--- config.mk ---
export PLATFORM = sky130hd
export DESIGN_NAME = alu_exec
export DESIGN_NICKNAME = d
export VERILOG_FILES = /design/src/rtl/alu_exec.sv
export SDC_FILE = /design/constraint.sdc
export NUM_CORES = 1
export LEC_CHECK = 0
export BUFFER_PORTS_ARGS = -buffer_cell sky130_fd_sc_hd__buf_2
export CORE_UTILIZATION = 50
export DETAILED_ROUTE_END_ITERATION = 8
export MAX_ROUTING_LAYER = met4
export PLACE_DENSITY = 0.71
export SLEW_MARGIN = 25
export SYNTH_ARGS = -nofsm -noshare
export SYNTH_HDL_FRONTEND = slang
export SYNTH_SLANG_ARGS = --single-unit
--- constraint.sdc ---
create_clock -name clk -period 5.3 [get_ports clk]
set_input_delay 0.795 -clock clk [delete_from_list [all_inputs] [get_ports clk]]
set_output_delay 0.795 -clock clk [all_outputs]
set_load 0.02 [all_outputs]
--- src/rtl/alu_exec.sv ---
// alu_exec: RV32I ALUreg/ALUimm execute stage for the multi-cycle core.
// Non-shift operations finish in one cycle. Shifts run serially, one bit
// per cycle, unless ALU_BARREL_SHIFT_EN is defined, in which case a
// combinational barrel shifter gives every operation a latency of one
// and the SHIFT state is never entered.
module alu_exec (
    input  logic        clk,
    input  logic        rst,
    input  logic        start,
    input  logic [31:0] instr,
    input  logic [31:0] rs1,
    input  logic [31:0] rs2,
    output logic        busy,
    output logic        done,
    output logic [31:0] result,
    output logic [4:0]  rd_id,
    output logic        wb_en,
    output logic        illegal
);

    localparam logic [6:0] OPC_REG = 7'b0110011;
    localparam logic [6:0] OPC_IMM = 7'b0010011;

    typedef enum logic {
        S_IDLE,
        S_SHIFT
    } state_e;

    typedef enum logic [1:0] {
        SH_SLL,
        SH_SRL,
        SH_SRA
    } shift_e;

    state_e      state_q, state_d;
    shift_e      shift_q, shift_d;
    logic [31:0] acc_q, acc_d;
    logic [4:0]  cnt_q, cnt_d;
    logic [31:0] result_q, result_d;
    logic [4:0]  rd_id_q, rd_id_d;
    logic        done_q, done_d;
    logic        wb_en_q, wb_en_d;
    logic        illegal_q, illegal_d;

    // Decode of the live instruction; only consulted on the accepting edge.
    logic        is_reg;
    logic        is_legal;
    logic [2:0]  funct3;
    logic [31:0] op2;
    logic [4:0]  shamt;
    logic        is_shift;
    logic        rd_nonzero;
    shift_e      shift_kind;
    logic [31:0] alu_out;
    logic [31:0] acc_step;

    // rs1 index bits are consumed by the register bank, not by this stage.
    logic unused_instr_bits;
    assign unused_instr_bits = ^instr[19:15];

    assign is_reg     = (instr[6:0] == OPC_REG);
    assign is_legal   = is_reg || (instr[6:0] == OPC_IMM);
    assign funct3     = instr[14:12];
    assign op2        = is_reg ? rs2 : {{20{instr[31]}}, instr[31:20]};
    assign shamt      = is_reg ? rs2[4:0] : instr[24:20];
    assign is_shift   = (funct3 == 3'b001) || (funct3 == 3'b101);
    assign rd_nonzero = (instr[11:7] != 5'd0);

`ifdef ALU_BARREL_SHIFT_EN
    function automatic logic [31:0] barrel(input logic [31:0] a, input logic [4:0] sh,
                                           input shift_e kind);
        logic [31:0] r;
        case (kind)
            SH_SLL:  r = a << sh;
            SH_SRA:  r = 32'($signed(a) >>> sh);
            default: r = a >> sh;
        endcase
        return r;
    endfunction
`endif

    // Shift direction/type selected by funct3 and instr[30].
    always_comb begin
        if (funct3 == 3'b001)
            shift_kind = SH_SLL;
        else if (instr[30])
            shift_kind = SH_SRA;
        else
            shift_kind = SH_SRL;
    end

    // Single-cycle result for every non-shift operation.
    always_comb begin
        case (funct3)
            3'b000:  alu_out = (is_reg && instr[30]) ? (rs1 - op2) : (rs1 + op2);
            3'b010:  alu_out = {31'd0, $signed(rs1) < $signed(op2)};
            3'b011:  alu_out = {31'd0, rs1 < op2};
            3'b100:  alu_out = rs1 ^ op2;
            3'b110:  alu_out = rs1 | op2;
            3'b111:  alu_out = rs1 & op2;
            default: alu_out = rs1;
        endcase
    end

    // One-bit step of the serial shifter; SRA replicates the sign bit.
    always_comb begin
        case (shift_q)
            SH_SLL:  acc_step = {acc_q[30:0], 1'b0};
            SH_SRA:  acc_step = {acc_q[31], acc_q[31:1]};
            default: acc_step = {1'b0, acc_q[31:1]};
        endcase
    end

    // State register and datapath flops, synchronous reset.
    // NOTE: sequential state uses non-blocking assignments so every flop
    // samples the pre-edge value of every other flop.
    always_ff @(posedge clk) begin
        if (rst) begin
            state_q   <= S_IDLE;
            shift_q   <= SH_SLL;
            acc_q     <= 32'd0;
            cnt_q     <= 5'd0;
            result_q  <= 32'd0;
            rd_id_q   <= 5'd0;
            done_q    <= 1'b0;
            wb_en_q   <= 1'b0;
            illegal_q <= 1'b0;
        end else begin
            state_q   <= state_d;
            shift_q   <= shift_d;
            acc_q     <= acc_d;
            cnt_q     <= cnt_d;
            result_q  <= result_d;
            rd_id_q   <= rd_id_d;
            done_q    <= done_d;
            wb_en_q   <= wb_en_d;
            illegal_q <= illegal_d;
        end
    end

    // Next-state logic: only a legal shift by a non-zero amount leaves IDLE.
    always_comb begin
        state_d = state_q;
        case (state_q)
            S_IDLE: begin
`ifndef ALU_BARREL_SHIFT_EN
                if (start && is_legal && is_shift && (shamt != 5'd0))
                    state_d = S_SHIFT;
`endif
            end
            S_SHIFT: begin
                if (cnt_q == 5'd1)
                    state_d = S_IDLE;
            end
            default: state_d = S_IDLE;
        endcase
    end

    // Datapath and completion flags for the next cycle.
    always_comb begin
        // NOTE: every comb output gets a default first so no path leaves it
        // unassigned and no latch is inferred.
        shift_d   = shift_q;
        acc_d     = acc_q;
        cnt_d     = cnt_q;
        result_d  = result_q;
        rd_id_d   = rd_id_q;
        done_d    = 1'b0;
        wb_en_d   = 1'b0;
        illegal_d = 1'b0;
        case (state_q)
            S_IDLE: begin
                if (start) begin
                    rd_id_d = instr[11:7];
                    done_d  = 1'b1;
                    if (!is_legal) begin
                        illegal_d = 1'b1;
                    end else if (is_shift) begin
`ifdef ALU_BARREL_SHIFT_EN
                        result_d = barrel(rs1, shamt, shift_kind);
                        wb_en_d  = rd_nonzero;
`else
                        if (shamt == 5'd0) begin
                            result_d = rs1;
                            wb_en_d  = rd_nonzero;
                        end else begin
                            acc_d   = rs1;
                            cnt_d   = shamt;
                            shift_d = shift_kind;
                            done_d  = 1'b0;
                        end
`endif
                    end else begin
                        result_d = alu_out;
                        wb_en_d  = rd_nonzero;
                    end
                end
            end
            S_SHIFT: begin
                acc_d = acc_step;
                cnt_d = cnt_q - 5'd1;
                if (cnt_q == 5'd1) begin
                    result_d = acc_step;
                    done_d   = 1'b1;
                    wb_en_d  = (rd_id_q != 5'd0);
                end
            end
            default: ;
        endcase
    end

    // Output decode: busy is exactly the time spent in SHIFT.
    always_comb begin
        busy    = (state_q == S_SHIFT);
        done    = done_q;
        result  = result_q;
        rd_id   = rd_id_q;
        wb_en   = wb_en_q;
        illegal = illegal_q;
    end

endmodule

==> results of run 1 <==
## repair_timing
action | in CTS | in global routing
gates resized for setup | 0 | 1
hold buffers | 0 | 0
endpoints found under the setup margin | 0 | 2
## metal layers
| layer | up-vias | wire, um | GRT usage, % |
|---|---|---|---|
| li1 | 5226 | - | - |
| met1 | 5163 | 15800 | 53.7 |
| met2 | 736 | 15200 | 54.6 |
| met3 | 87 | 4310 | 5.30 |
| met4 | 0 | 1020 | 12.8 |
| met5 | - | 0 | - |
## sequential cells by signal, summed over array words and instances (netlist names)
| register | flops |
|---|---|
| cnt_q | 5 |
| done | 1 |
| busy | 1 |
| rd_id | 5 |
| acc_q | 32 |
| illegal | 1 |
| wb_en | 1 |
| shift_q | 2 |
| result | 32 |
## final cells by class
cell class	count	area [um2]
flip-flops and latches	80	1600
multi-input cells	1119	7080
clock buffers	13	270
repair buffers	181	1040
inverters	115	432
fillers	1761	7470
clock inverters	2	37.5
well taps	229	287
## worst min path at each step
| stage | startpoint | to | slack (ns) |
|---|---|---|---|
| 2_1_floorplan | acc_q[31] | acc_q[31] | 0.46 |
| 3_3_place_gp | result[9] | result[9] | 0.44 |
| 3_5_place_dp | result[4] | result[4] | 0.44 |
| 4_1_cts | result[4] | result[4] | 0.45 |
| 5_1_grt | result[4] | result[4] | 0.46 |
| 6_report | result[4] | result[4] | 0.45 |
## per-stage QoR
stage / utilization [%] / cell area, um2 / hold slack [ns]
finish: 59.0 / 10700 / 0.445
detailed placement: 57.2 / 10400 / 0.442
global route: 59.0 / 10700 / 0.463
CTS: 58.9 / 10700 / 0.448
global placement: 57.2 / 10400 / 0.436
floorplan: - / 9440 / 0.461
## logic make-up (layout without fill, tap and decap cells)
logic type	count (synthesis)	count (layout)
and+or+nand+nor	504	504
AOI/OAI and AO/OA	464	464
buffers and inverters	208	311
adders and majority gates	100	100
DFF	80	80
xor gates and xnor gates	27	27
muxes	24	24
## worst min-delay path, cell delays in order (launching register included)
cell and delay (ns):
dfxtp_1 0.30, nand2_1 0.05, a21oi_1 0.05
## Yosys cell counts, drive strengths merged (5+ instances only)
master     n  area share (%)
a222oi     7            0.74
clkbuf    78             3.1
dfxtp     80              17
a211o      5            0.46
o21ai     85             4.5
nand2    205             8.2
a211oi    39             3.2
nor4      10            0.66
o211ai     7            0.61
o21a       7            0.56
nand4      9            0.60
or3        9            0.60
a221oi    10            0.93
nand2b     9            0.60
o21bai     8            0.64
mux2      10             1.2
a22oi     24             1.9
mux2i     14             1.5
nor2     151             6.0
a21o      36             2.9
or4        6            0.48
o311ai     6            0.56
nand3b     5            0.40
and3       8            0.53
a311oi    14             1.3
nand3     32             1.7
a21oi    116             6.2
nor3      32             1.7
buf       15            0.65
a31oi     14            0.93
ha        98              13
o2111ai    5            0.60
xnor2     25             2.3
inv      115             4.6
nor2b     10            0.66
o22ai     35             2.3
o31ai     10            0.80
## power by group
part / leakage (nW) / internal (W) / switching (W)
logic: 4.01 / 0.000290 / 0.000481
registers: 0.646 / 0.000606 / 0.00000339
clock network: 0.148 / 0.000402 / 0.000270
## placed cells by master, fill, tap and decap left out, types with 10 or more instances in the layout
master	count
o22ai_1	35
nor4_1	10
a221oi_1	10
mux2i_1	14
buf_2	134
nor2_1	150
a21o_1	36
nand2_1	205
a211oi_1	37
ha_1	98
a311oi_1	14
nand3_1	32
dfxtp_1	79
a22oi_1	24
xnor2_1	25
inv_1	111
buf_4	46
o31ai_1	10
a21oi_1	115
mux2_2	10
o21ai_0	80
nor3_1	32
a31oi_1	14
==> flow_metrics.tcl, run 1 <==
set metrics [dict create \
    status "completed" \
    setup_viol 0 \
    synth_flop_cell "dfxtp_1" \
    grt_pass1_vias 9946 \
    finalHoldViolCount 0 \
    drt_first_pass_iters 5 \
    final_layout_size_suffix_gt1_share_pct 15.0 \
    antenna_cells 0 \
    fin_cells 1739 \
    start_util_pct 51.9 \
    grt_start_max_net_pins 86 \
    crit_family "simple AND/OR/NAND/NOR gates" \
    ant_nets 0 \
    maxSlewViolCount 0 \
    core_area_um2 18200 \
    port_buffers 134 \
    grt_pass1_wl_um 56000 \
    synth_top_family_by_area "compound AO/OA/AOI/OAI gates" \
    min-delay-path-class "flip-flop to flip-flop" \
    tightestPinTransition_ns 1.03 \
    synth_warnings 0 \
    critPathMaxStageDelay_ns 0.51 \
    synth_compound_area_share_pct 32.6 \
    power.total_w 0.00205 \
    syn_area_um2 9440 \
    crit_path_start "instr[3]" \
    criticalPathCategory "input port to flip-flop" \
    min_delay_path_depth 2 \
    synth_edf_count 0 \
    grt_use_total_pct 37.9 \
    clock_sinks 80 \
    clk_pin_slew_ns 0.06 \
    worstPathRequired_ns 5.55 \
    ff2ff_path_depth 6 \
    period_needed_ns 5.03 \
    r2r_setup_slack_ns 2.42 \
    skew_ns 0.00972 \
    pre_cts_ws_ns -0.0798 \
    fin_ws_ns 0.266 \
    synthArstFlopShare_pct 0 \
    crit_fanout 28 \
    rr_startpoint "busy" \
    fin_crit_sh_pct 95.0 \
    irDropWorstVdd_mv 0.114 \
    io_pins 140 \
    die_w_um 139 \
    avgSynthCellArea_um2 6.71 \
    layout.nets 1705 \
    arrival_ns 5.28 \
    wl_um 36400 \
    cts_root_buffer "clkbuf_16" \
    cts_tree "built" \
    avgViaCountPerCell 6.45 \
    rsz0062_at_grt "false" \
    maxSlewHeadroom_pct 31.3 \
    ys_ff_latch 80 \
    tns_ns 0 \
    cpMostUsedCell "nand2_1" \
    cp-endpoint "result[31]" \
    maxCapViolCount 0 \
    drt_iter0_drc 1445 \
    die-area_um2 19400 \
    critPathLaunchType "input port" \
    muxShareOfSynthArea_pct 2.68 \
    worst-path-stages 16 \
    place_inst 1724 \
    max_freq_mhz 199 \
    ys_seq_area_share_pct 17.0 \
    drc 0 \
    antenna_found_initial 0 \
    rr_endpoint "result[30]" \
    die_h_um 139 \
    syn_nets 1606 \
    cp_cell_sequence "buf_2 > nor4b_2 > and3_1 > buf_12 > mux2_2 > inv_1 > ha_1 > nor3_1 > nand2_1 > o211ai_2 > o21ai_2 > o2111ai_2 > nand2_1 > o311a_1 > or4_1 > a311oi_1" \
    h-tree-depth 3 \
    synthCells 1407 \
    ys_types 71 \
    overflow 0 \
    wl_per_cell_um 20.9 \
    synth_fa_ha_area_share_pct 13.4 \
    leakagePower_nw 4.81 \
    cts.path.max_buffers 2 \
    power.density_nw_per_um2 191 \
    slowest_stage "nor3_1" \
    synth_simple_gate_area_share_pct 23.5 \
    cts_setup_buffers 0 \
    gp_congestion 1.01 \
    crit_buf_inv 3 \
    endpoint_kind "flip-flop" \
    core.rowCount 49 \
    vias 11212 \
    synthXorXnorAreaFrac_pct 2.50 \
    area_growth_pct 13.8 \
    dpl.hpwl_um 26800 \
    cts_buffers 9 \
    insertion_delay_ns 0.35 \
]
No activity file was read; power rests on OpenSTA's default activity.
==> inputs of run 2 (changes only) <==
--- a/config.mk
+++ b/config.mk
@@ -6,10 +6,12 @@
 export NUM_CORES = 1
 export LEC_CHECK = 0
 export BUFFER_PORTS_ARGS = -buffer_cell sky130_fd_sc_hd__buf_2
+export CORE_MARGIN = 3
 export CORE_UTILIZATION = 50
 export DETAILED_ROUTE_END_ITERATION = 8
 export MAX_ROUTING_LAYER = met4
 export PLACE_DENSITY = 0.71
+export REMOVE_ABC_BUFFERS = 1
 export SLEW_MARGIN = 25
 export SYNTH_ARGS = -nofsm -noshare
 export SYNTH_HDL_FRONTEND = slang
==> flow_metrics.tcl, run 2 (synthesis results as in run 1) <==
set metrics [dict create \
    antenna_cells 0 \
    post_cts_resized 0 \
    wl_per_cell_um 19.9 \
    criticalPathCategory "input port to flip-flop" \
    ant_nets 0 \
    layout_commonest_cell "nand2_1" \
    gp_congestion 1.01 \
    die_h_um 143 \
    r2r_setup_slack_ns 2.45 \
    pwr-share-comb_pct 36.9 \
    area_growth_pct 13.2 \
    core.rowCount 49 \
    worstPathRequired_ns 5.58 \
    min-delay-path-class "flip-flop to flip-flop" \
    layout.nets 1703 \
    fin_crit_sh_pct 91.2 \
    maxCapViolCount 0 \
    irDropWorstVdd_mv 0.179 \
    maxSlewViolCount 0 \
    wl_um 34600 \
    p_sw_w 0.000768 \
    dpl.hpwl_um 25600 \
    clock_sinks 80 \
    h-tree-depth 3 \
    maxSlewHeadroom_pct 30.8 \
    grt_pass1_wl_um 53800 \
    io_pins 140 \
    insertion_delay_ns 0.36 \
    power.density_nw_per_um2 187 \
    cts_root_buffer "clkbuf_16" \
    arrival_ns 5.11 \
    ff2ff_path_depth 10 \
    final_layout_size_suffix_gt1_share_pct 14.9 \
    final_area_um2 10700 \
    critPathLaunchType "input port" \
    skew_ns 0.0106 \
    status "completed" \
    cts_buffers 9 \
    grt_pass1_vias 10039 \
    rr_startpoint "busy" \
    cts_tree "built" \
    endpoint_kind "flip-flop" \
    overflow 0 \
    p_sw_share_pct 38.5 \
    utilization_pct 58.5 \
    port_buffers 134 \
    core_area_um2 18300 \
    rsz0062_at_grt "false" \
    min_from "result[1]" \
    final_cell_mix "nand2_1, nor2_1, buf_2" \
    cts_hold_buf 0 \
    die-area_um2 20600 \
    period_needed_ns 4.83 \
    power_frac_seq_pct 30.5 \
    leakagePower_nw 4.79 \
    nFillCells 1783 \
    cts_setup_buffers 0 \
    antenna_found_initial 0 \
    dpl_cell_area_um2 10400 \
    drt_first_pass_iters 5 \
    internal_power_w 0.00123 \
    crit_fanout 4 \
    cts.path.max_buffers 2 \
    p_clk_share_pct 32.6 \
    max_freq_mhz 207 \
    die_w_um 143 \
    drc 0 \
    min_delay_path_depth 2 \
    avgViaCountPerCell 6.26 \
    clk_pin_slew_ns 0.07 \
    start_util_pct 51.7 \
    tns_ns 0 \
    tightestPinTransition_ns 1.03 \
    vias 10878 \
    crit_path_start "instr[3]" \
    drt_iter0_drc 1204 \
    finalHoldViolCount 0 \
    grt_use_total_pct 33.8 \
    grt_start_max_net_pins 67 \
    setup_viol 0 \
]
run 2: changes by cell type in the layout (fill, tap and decap cells not counted), sizes merged:
cell    delta
clkbuf     -3
inv        +3
buf        -2
clkinv     +2
bufinv     -1
run 2: power groups by stage:
stage | Clock (W) | Sequential (W) | Combinational, W
after global routing | 0.000677 | 0.000609 | 0.000807
final | 0.000650 | 0.000609 | 0.000736
after CTS | 0.000654 | 0.000609 | 0.000719
after detailed placement | 0 | 0.000623 | 0.000714
after global placement | 0 | 0.000623 | 0.000708
after floorplan | 0 | 0.000628 | 0.000467
run 2: per-layer routing:
layer,up-vias,GRT usage (%),share of wire [%]
met2,521,50.3,43
met4,0,12.5,3.2
li1,5227,-,-
met1,5062,47.1,46
met3,68,3.86,8.4
met5,-,-,0
run 2: cell type report:
class | count | area [um2] | share of cell area (%)
Clock buffer | 10 | 239 | 2.24
Clock inverter | 6 | 50.0 | 0.468
Inverter | 115 | 432 | 4.04
Multi-Input combinational cell | 1119 | 7070 | 66.1
Sequential cell | 80 | 1600 | 15.0
Tap cell | 229 | 287 | 2.68
Timing Repair Buffer | 179 | 1010 | 9.43
run 2: critical path, stage by stage:
cell and delay [ns]:
buf_2 0.10, nor4b_1 0.28, buf_4 0.17, and3_2 0.24
mux2i_1 0.27, inv_1 0.09, ha_1 0.25, fa_1 0.42
a21o_1 0.19, a21oi_1 0.26, o21ai_0 0.23, a211oi_1 0.44
o21ai_1 0.24, a2111oi_0 0.54, o31ai_1 0.16, a21o_1 0.20
a211oi_1 0.22
run 2: final timing paths:
check / to
worst max-delay path: result[24]
worst min-delay path: result[1]
worst max register to register: result[30]
worst min register to register: result[1]
run 2: through the flow:
step                      hold slack, ns  cells  power [W]  setup slack (ns)
after CTS                          0.452   1738    0.00198             0.489
after detailed placement           0.441   1722    0.00134             0.161
after floorplan                    0.452   1314    0.00110             0.138
final                              0.448   1738    0.00200             0.467
after global routing               0.479   1738    0.00209             0.119
after global placement             0.437   1722    0.00133             0.244
==> inputs of run 3 (changes only) <==
--- a/config.mk
+++ b/config.mk
@@ -5,6 +5,7 @@
 export SDC_FILE = /design/constraint.sdc
 export NUM_CORES = 1
 export LEC_CHECK = 0
+export ABC_AREA = 1
 export BUFFER_PORTS_ARGS = -buffer_cell sky130_fd_sc_hd__buf_2
 export CORE_MARGIN = 3
 export CORE_UTILIZATION = 50
==> flow_metrics.tcl, run 3 <==
set metrics [dict create \
    die-area_um2 22800 \
    final_area_um2 11600 \
    cts_root_buffer "clkbuf_16" \
    wl_per_cell_um 17.8 \
    maxSlewHeadroom_pct 38.4 \
    cts.path.max_buffers 2 \
    post_cts_resized 0 \
    nFillCells 2231 \
    status "completed" \
    h-tree-depth 3 \
    final_layout_size_suffix_gt1_share_pct 11.0 \
    core_area_um2 20400 \
    min-delay-path-class "flip-flop to flip-flop" \
    ys_seq_area_share_pct 15.2 \
    cts_buffers 9 \
    synthArstFlopShare_pct 0 \
    tns_ns 0 \
    criticalPathCategory "input port to flip-flop" \
    cts_setup_buffers 0 \
    holdWs_ns 0.463 \
    ff2ff_path_depth 5 \
    fin_crit_sh_pct 78.0 \
    min_delay_path_depth 2 \
    core.rowCount 52 \
    maxCapViolCount 0 \
    dr_wl_met2_um 18500 \
    gp_congestion 1.02 \
    grt_pass1_wl_um 62200 \
    maxSlewViolCount 0 \
    irDropWorstVdd_mv 0.166 \
    grt_use_total_pct 36.0 \
    rr_endpoint "acc_q[31]" \
    endpoint_kind "flip-flop" \
    layout.nets 2181 \
    whs_endpoint "result[2]" \
    clock_sinks 80 \
    setup_viol 0 \
    max_freq_mhz 242 \
    cts_hold_buf 0 \
    synth.most_common_cell "nand2_1" \
    yosys-top-cells-area "nand2_1, dfxtp_1, ha_1" \
    ant_nets 0 \
    avgViaCountPerCell 5.52 \
    vias 12464 \
    drt_first_pass_iters 6 \
    finalHoldViolCount 0 \
    die_w_um 151 \
    ys_ff_latch 80 \
    top_layer "met4" \
    period_needed_ns 4.13 \
    drt-met1-wl_um 16900 \
    power.total_w 0.00211 \
    arrival_ns 4.41 \
    wl_um 40300 \
    ys_types 49 \
    min_from "result[2]" \
    area_growth_pct 10.4 \
    antenna_found_initial 3 \
    synth_flop_cell "dfxtp_1" \
    leakagePower_nw 6.20 \
    synth_common_cells "nand2_1, inv_1, nor2_1" \
    skew_ns 0.0155 \
    die_h_um 151 \
    dpl.hpwl_um 30700 \
    syn_area_um2 10500 \
    insertion_delay_ns 0.35 \
    io_pins 140 \
    drc 0 \
    overflow 0 \
    dpl_cell_area_um2 11300 \
    cts_tree "built" \
    drt_iter0_drc 997 \
    crit_fanout 44 \
    synth_warnings 0 \
    power.density_nw_per_um2 182 \
    wl_met3_um 2740 \
    port_buffers 134 \
    critPathLaunchType "input port" \
    synth_edf_count 0 \
    worstPathRequired_ns 5.58 \
    avgSynthCellArea_um2 5.53 \
    synth_top_area_share_pct 17.5 \
    r2r_setup_slack_ns 3.00 \
    clk_pin_slew_ns 0.06 \
    start_util_pct 51.5 \
    grt_pass1_vias 11596 \
    grt_start_max_net_pins 49 \
    tightestPinTransition_ns 0.923 \
    rsz0062_at_grt "false" \
    synthCells 1901 \
    synth_top_area_cell "nand2_1" \
    rr_startpoint "busy" \
    layout_commonest_cell "nand2_1" \
    final_cell_mix "nand2_1, inv_1, nor2_1" \
]
==> run 3: cell count changes in the layout (fill, tap and decap cells not counted), sizes merged, moves of 19 or more <==
cell,before,now
nand2,205,496
inv,118,308
o21ai,85,214
nor2,151,258
nand3,32,100
a21oi,116,155
a21o,36,1
buf,179,149
a211oi,39,11
a22oi,24,0
xnor2,25,4
o22ai,35,16
==> run 3: cell type report <==
class | instances | area, um2 | area share [%]
Multi-Input combinational cell | 1433 | 7390 | 63.6
Clock inverter | 6 | 90.1 | 0.776
Tap cell | 270 | 338 | 2.91
Antenna cell | 3 | 7.51 | 0.0647
Inverter | 309 | 1160 | 9.99
Sequential cell | 80 | 1600 | 13.8
Timing Repair Buffer | 149 | 783 | 6.75
Clock buffer | 10 | 239 | 2.06
==> run 3: report_power, final <==
| group | switching, W | internal, W |
|---|---|---|
| Combinational | 0.000548 | 0.000247 |
| Sequential | 0.00000321 | 0.000607 |
| Clock | 0.000276 | 0.000428 |
==> run 3: how the worst max path moves through the flow <==
stage          slack, ns  cells past startpoint     start          to
2_1_floorplan       1.79                     20  instr[3]  result[27]
4_1_cts             1.27                     21  instr[3]  result[19]
3_3_place_gp        0.95                     21  instr[3]  result[25]
5_1_grt             0.83                     22  instr[3]  result[27]
6_report            1.17                     22  instr[3]  result[27]
3_5_place_dp        0.93                     21  instr[3]  result[25]
==> run 3: metal layers <==
layer	vias up	GRT usage, %
met5	-	-
met2	518	58.4
met3	110	4.01
li1	6209	-
met4	0	17.4
met1	5627	44.7
==> run 3: cell families (layout without fill, tap and decap cells) <==
family	after synthesis	count (layout)	synth area share, %
and+or+nand+nor	894	894	34.4
AOI/OAI and AO/OA	431	431	23.0
buffers and inverters	388	474	14.7
adders and majority gates	100	100	12.0
DFF	80	80	15.2
xor gates and xnor gates	8	8	0.666
other	0	3	0
==> run 3: worst max-delay path: stages <==
cell,delay (ns)
buf_2,0.09
nor2_1,0.12
inv_2,0.07
nor2_4,0.11
nand2_4,0.34
nand2_1,0.16
buf_4,0.30
o21ai_0,0.26
ha_1,0.51
nor2_1,0.19
inv_1,0.08
nor2_1,0.24
nand2_1,0.17
nor3_1,0.15
nand2_1,0.07
nand3_1,0.08
nand2_1,0.12
nand3_1,0.11
nand3_1,0.08
nand2_1,0.14
nand2_1,0.07
a21oi_1,0.12
==> run 3: through the flow <==
stage	std cells	setup WS, ns	util, %
after CTS	2257	1.27	56.8
after global placement	2241	0.949	55.1
final	2260	1.17	56.8
after detailed placement	2241	0.925	55.1
after floorplan	1822	1.79	-
after global routing	2260	0.831	56.8
